===== src/rtl/array_mem_pkg.sv =====
// array_mem_pkg -- shared definitions for the array_mem RAM block.
//
// Width macros (`intN, `addrN, `intT, `addrT) and `TRUE/`FALSE are global
// text macros so client code declaring array-typed interfaces can use
// them without importing the package. The package carries the state
// encoding used when the ARRAY_CLEAR_EN build option is defined.

`ifndef ARRAY_MEM_DEFS_SVH
`define ARRAY_MEM_DEFS_SVH
`define intN  8
`define addrN 8
`define intT  logic [`intN-1:0]
`define addrT logic [`addrN-1:0]
`define TRUE  1'b1
`define FALSE 1'b0
`endif

package array_mem_pkg;

    // ST_RUN serves requests; ST_CLEAR exists only with ARRAY_CLEAR_EN.
    typedef enum logic {
        ST_RUN   = 1'b0,
        ST_CLEAR = 1'b1
    } array_state_e;

    localparam int DATA_W_DEF = `intN;
    localparam int ADDR_W_DEF = `addrN;

endpackage


===== src/rtl/array_mem_clear_ctr.sv =====
// array_mem_clear_ctr -- address sweep counter for the post-reset clear.
//
// Ports:
//   clk   rising-edge clock
//   rst   synchronous active-high reset; restarts the sweep at word 0
//   en    advance enable (high while the parent is in its clear state)
//   addr  word currently being cleared
//   done  high while addr is the last word (DEPTH-1)
//
// Instantiated by array_mem only when ARRAY_CLEAR_EN is defined. The
// counter parks on the last word once done, until the next reset.

module array_mem_clear_ctr
    import array_mem_pkg::*;
#(
    parameter int DEPTH = 256,
    parameter int CNT_W = 8
) (
    input  logic             clk,
    input  logic             rst,
    input  logic             en,
    output logic [CNT_W-1:0] addr,
    output logic             done
);

    localparam logic [CNT_W-1:0] LAST = CNT_W'(DEPTH - 1);

    always_ff @(posedge clk) begin
        if (rst) begin
            addr <= '0;
        end else if (en && !done) begin
            addr <= addr + 1'b1;
        end
    end

    assign done = (addr == LAST);

endmodule


===== src/rtl/array_mem.sv =====
// array_mem -- single-port synchronous RAM with valid/ready handshake.
//
// One request per cycle, one-cycle latency, no backpressure:
// ready(t+1) = valid(t). Writes are write-through (dout shows the written
// data); reads return the word as it was before any same-cycle write.
// Addresses at or above DEPTH are ignored on write and read back as 0.
//
// Ports:
//   clk    rising-edge clock
//   rst    synchronous active-high reset (clears ready/dout, drops the
//          in-flight response, suppresses a write sampled with it)
//   addr   word address of request
//   we     1 = write, 0 = read
//   di     write data
//   valid  request strobe
//   dout   read data / write-through data ("do" is a reserved keyword)
//   ready  response strobe
//
// Build option ARRAY_CLEAR_EN: after reset the array is swept to zero, one
// word per cycle, before requests are accepted. Without it there is no
// clear state and memory contents survive reset.
//
// state    | meaning
// ---------+-------------------------------------------------------------
// ST_CLEAR | sweeping zeros into the array; valid ignored, ready held 0
// ST_RUN   | serving requests

module array_mem
    import array_mem_pkg::*;
#(
    parameter int DATA_W = DATA_W_DEF,
    parameter int ADDR_W = ADDR_W_DEF,
    parameter int DEPTH  = 2**ADDR_W
) (
    input  logic              clk,
    input  logic              rst,
    input  logic [ADDR_W-1:0] addr,
    input  logic              we,
    input  logic [DATA_W-1:0] di,
    input  logic              valid,
    output logic [DATA_W-1:0] dout,
    output logic              ready
);

    // Array index width; narrower than ADDR_W when DEPTH < 2**ADDR_W.
    localparam int IDX_W = (DEPTH > 1) ? $clog2(DEPTH) : 1;

    logic [DATA_W-1:0] mem [DEPTH];

    logic              run;
    logic              in_range;
    logic [IDX_W-1:0]  idx;
    logic              mem_we;
    logic [IDX_W-1:0]  mem_idx;
    logic [DATA_W-1:0] mem_wd;

    assign in_range = (32'(addr) < DEPTH);
    assign idx      = addr[IDX_W-1:0];

`ifdef ARRAY_CLEAR_EN
    array_state_e     state;
    logic             sweeping;
    logic [IDX_W-1:0] clr_addr;
    logic             clr_done;

    assign sweeping = (state == ST_CLEAR);
    assign run      = (state == ST_RUN);

    array_mem_clear_ctr #(
        .DEPTH (DEPTH),
        .CNT_W (IDX_W)
    ) u_clear_ctr (
        .clk  (clk),
        .rst  (rst),
        .en   (sweeping),
        .addr (clr_addr),
        .done (clr_done)
    );

    always_ff @(posedge clk) begin
        if (rst) begin
            state <= ST_CLEAR;
        end else if (sweeping && clr_done) begin
            state <= ST_RUN;
        end
    end

    // The sweep owns the write port while it runs.
    always_comb begin
        mem_we  = `FALSE;
        mem_idx = idx;
        mem_wd  = di;
        if (!rst) begin
            if (sweeping) begin
                mem_we  = `TRUE;
                mem_idx = clr_addr;
                mem_wd  = '0;
            end else if (valid && we && in_range) begin
                mem_we  = `TRUE;
            end
        end
    end
`else
    assign run = `TRUE;

    always_comb begin
        mem_we  = !rst && valid && we && in_range;
        mem_idx = idx;
        mem_wd  = di;
    end
`endif

    // No reset on the array so it maps onto block RAM.
    always_ff @(posedge clk) begin
        if (mem_we) begin
            mem[mem_idx] <= mem_wd;
        end
    end

    // Registered read port plus handshake. addr/we are only looked at
    // when valid is high, so unknowns on them during idle cycles are inert.
    always_ff @(posedge clk) begin
        if (rst) begin
            ready <= `FALSE;
            dout  <= '0;
        end else if (run && valid) begin
            ready <= `TRUE;
            if (we) begin
                dout <= di;
            end else if (in_range) begin
                dout <= mem[idx];
            end else begin
                dout <= '0;
            end
        end else begin
            ready <= `FALSE;
        end
    end

endmodule


===== config.mk =====
export PLATFORM = sky130hd
export DESIGN_NAME = array_mem
export DESIGN_NICKNAME = d
export VERILOG_FILES = /design/src/rtl/array_mem_pkg.sv /design/src/rtl/array_mem_clear_ctr.sv /design/src/rtl/array_mem.sv
export SDC_FILE = /design/constraint.sdc
export NUM_CORES = 2
export LEC_CHECK = 0
export CAP_MARGIN = 0
export CORE_ASPECT_RATIO = 1.2
export CORE_UTILIZATION = 60
export CTS_CLUSTER_SIZE = 16
export DETAILED_ROUTE_END_ITERATION = 7
export GPL_TIMING_DRIVEN = 0
export PLACE_DENSITY = 0.76
export SKIP_LAST_GASP = 1
export SLEW_MARGIN = 20
export SYNTH_ARGS = -nofsm -noshare
export SYNTH_HDL_FRONTEND = slang
export SYNTH_SLANG_ARGS = --single-unit
export TNS_END_PERCENT = 10

===== constraint.sdc =====
create_clock -name clk -period 5.4 [get_ports clk]
set_input_delay 0.54 -clock clk [delete_from_list [all_inputs] [get_ports clk]]
set_output_delay 0.54 -clock clk [all_outputs]
set_load 0.02 [all_outputs]

==> results.toml <==
[placement]
hpwl_um = 145000
globalplace.congestion = 1.05
pre_cts_slack_ns = -0.386
dp_cells = 5329
io_buffers = 22

[sta]
max_slew.worst_pin.slew_ns = 1.26
period_share_pct = 95.7
grt_setup_unrepaired = "false"
clock.fmax_mhz = 193
layout_min_cycle_time_ns = 5.17
final.setup_skew_ns = 0.0332
fin_ws_ns = 0.231
hold_viol = 0
slew_headroom_pct = 16.3
finalSetupViolCount = 0
slew_viol_final = 0

[clocking]
cts_root_buf = "clkbuf_16"
worst_skew_pair.late_latency_ns = 0.84
path_clk_slew_ns = 0.06
clock-sinks = 2057
cts_tree = "built"
clockBufferDepth = 3
numCtsBuffers = 183
post-cts-setup-buffer-count = 0
post_cts_resized = 0
cts-htree-levels = 4

[floorplanning]
num_rows = 145
io_pins = 29
fp.dieW_um = 333
die_area_um2 = 133000
initial_core_util_pct = 60.5
core-area_um2 = 130000
die_h_um = 399

[routing]
vias = 40700
drt_iter0_markers = 6972
wl_per_cell_um = 39.3
wl_um = 222000
drc_errors = 0
dr.pass1.iters = 6
via_per_inst = 7.18
ant_nets = 0

[grt]
antenna_found_initial = 14
grt_overflow_total = 0
grt_usage_pct = 34.1
grt_pass1_wl_um = 307000
grt_pass1_vias = 39900
grt_max_degree = 138

[setup_path]
required_ns = 5.85
r2r_end = "dout[1]$_SDFFE_PP0P_"
r2r_start = "mem[155][1]$_DFFE_PP_"
cp.arrival_ns = 5.62
end_kind = "flip-flop"
crit_buf_inv = 7
critPathMaxStageDelay_ns = 0.74
crit_top_cell = "buf_2"
path_class = "input pin to flip-flop"
cp_slowest_cell = "buf_1"
r2r_slack_ns = 2.08
cpLargestDelayFamily = "buffers and inverters"
rr_worst_depth = 7
crit_fanout = 10
path_cells = "buf_2 > buf_2 > buf_1 > buf_2 > nand2b_1 > clkbuf_1 > nor2_1 > nand2_1 > clkbuf_2 > buf_16 > nor2_1"
cp-start-kind = "input pin"

[yosys]
syn_nets = 3609
synth_top_flop_cell = "edfxtp_1"
async_reset_ff_share_pct = 0
synth.cell_area_um2 = 78700
syn_avg_cell_area_um2 = 21.9
yosysWarnings = 0
ys_seq_area_share_pct = 78.3
ys_types = 33
synthCells = 3589
synth_edf_count = 2048
ys_ff_latch = 2057

[worst_hold_path]
hold_class = "input pin to flip-flop"
hold_depth = 1
worstHoldStart = "di[2]"
holdPathEnd = "mem[72][2]$_DFFE_PP_"

[power]
p_per_area_nw_per_um2 = 365
p_leak_nw = 26.6
peakVddDrop_uv = 348

[layout]
regArea_um2 = 61700
areaGrowthSynthToFinish_pct = 11.5
final_common_cell = "edfxtp_1"
drive_gt1_share_pct = 23.9
fillers = 7806
instances_no_fill = 5664
fin_nets = 3845
final_cell_mix = "2,048 x edfxtp_1, 514 x mux4_2, 243 x nor2_1, 234 x a22oi_1, 186 x clkbuf_16"
multi_input_area_um2 = 16200

[job]
cap_viol_max_count = 0

[outcome]
status = "complete, no violations"
## cell usage after synthesis, types with 6 or more instances
cell / n / area share (%)
edfxtp_1: 2048 / 78
mux4_2: 514 / 15
nor2_1: 246 / 1.2
a22oi_1: 234 / 2.2
clkbuf_1: 125 / 0.60
a21oi_1: 117 / 0.74
buf_2: 64 / 0.41
nand2_1: 37 / 0.18
nor3_1: 35 / 0.22
buf_1: 32 / 0.15
o41ai_1: 28 / 0.31
nand3_1: 18 / 0.11
mux2i_1: 13 / 0.17
a311oi_1: 9 / 0.10
dfxtp_1: 9 / 0.23
nor2b_1: 9 / 0.071
buf_6: 8 / 0.11
a41o_1: 7 / 0.089
nand2b_1: 6 / 0.048
## flip-flops by register name, indices dropped and copies added (netlist names)
signal,cells
dout,8
mem,2048
ready,1
## per-stage QoR
stage / hold slack, ns / TNS (ns) / instance area, um^2 / util [%] / power [mW]
floorplan: 0.550 / 0 / 78700 / - / 18.7
global placement: 0.490 / -7540.13 / 81100 / 62.2 / 19.6
detailed placement: 0.488 / -33.14 / 82000 / 63.0 / 19.5
CTS: 0.0370 / 0 / 87800 / 67.4 / 31.9
global route: 0.0636 / 0 / 87800 / 67.4 / 32.6
finish: 0.0822 / 0 / 87800 / 67.4 / 32.0
## cells by family (layout without fill, tap and decap cells)
group                  after synthesis  after routing  synth area share, %
AOI/OAI and AO/OA                  407            407                 3.59
buffers and inverters              236            613                 1.32
DFF                               2057           2057                 78.3
muxes                              527            527                 14.9
other                                0              8                    0
and+or+nand+nor                    362            362                 1.89
## worst max-delay path by stage
| stage | startpoint | to | cells after the start |
|---|---|---|---|
| final | addr[1] | mem[214][3]$_DFFE_PP_ | 11 |
| after global routing | addr[1] | mem[214][4]$_DFFE_PP_ | 11 |
| after CTS | addr[1] | mem[111][7]$_DFFE_PP_ | 9 |
| after detailed placement | addr[1] | mem[111][7]$_DFFE_PP_ | 9 |
| after global placement | di[4] | mem[72][4]$_DFFE_PP_ | 1 |
| after floorplan | addr[1] | mem[102][0]$_DFFE_PP_ | 10 |
## routing by layer
metal  GRT usage [%]  share of wire, %  up-vias
met2            52.9                47     3339
met1            42.1                33    20900
met4            22.1               7.6       10
li1                -                 -    15700
met5               0             0.030        -
met3            10.4                13      699
## cell type report
class	instances	area share, %
Multi-Input combinational cell	1296	18.4
Buffer	233	1.21
Timing Repair Buffer	51	1.12
Clock buffer	218	5.44
Inverter	3	0.0128
Antenna cell	8	0.0228
Tap cell	1690	2.41
Sequential cell	2057	70.2
Clock inverter	108	1.12
## where the power goes
part / total, mW / switching, mW / internal [mW]
logic: 1.67 / 1.14 / 0.524
registers: 17.6 / 0.00533 / 17.6
clock network: 12.8 / 5.83 / 6.95
total: 32.0 / 6.98 / 25.0
## repair_timing
action | 4_1_cts | 5_1_grt
endpoints found under the setup margin | 0 | 0
hold endpoints to repair | 6 | 0
hold buffers | 1 | 0
(Power assumes the default switching activity.)
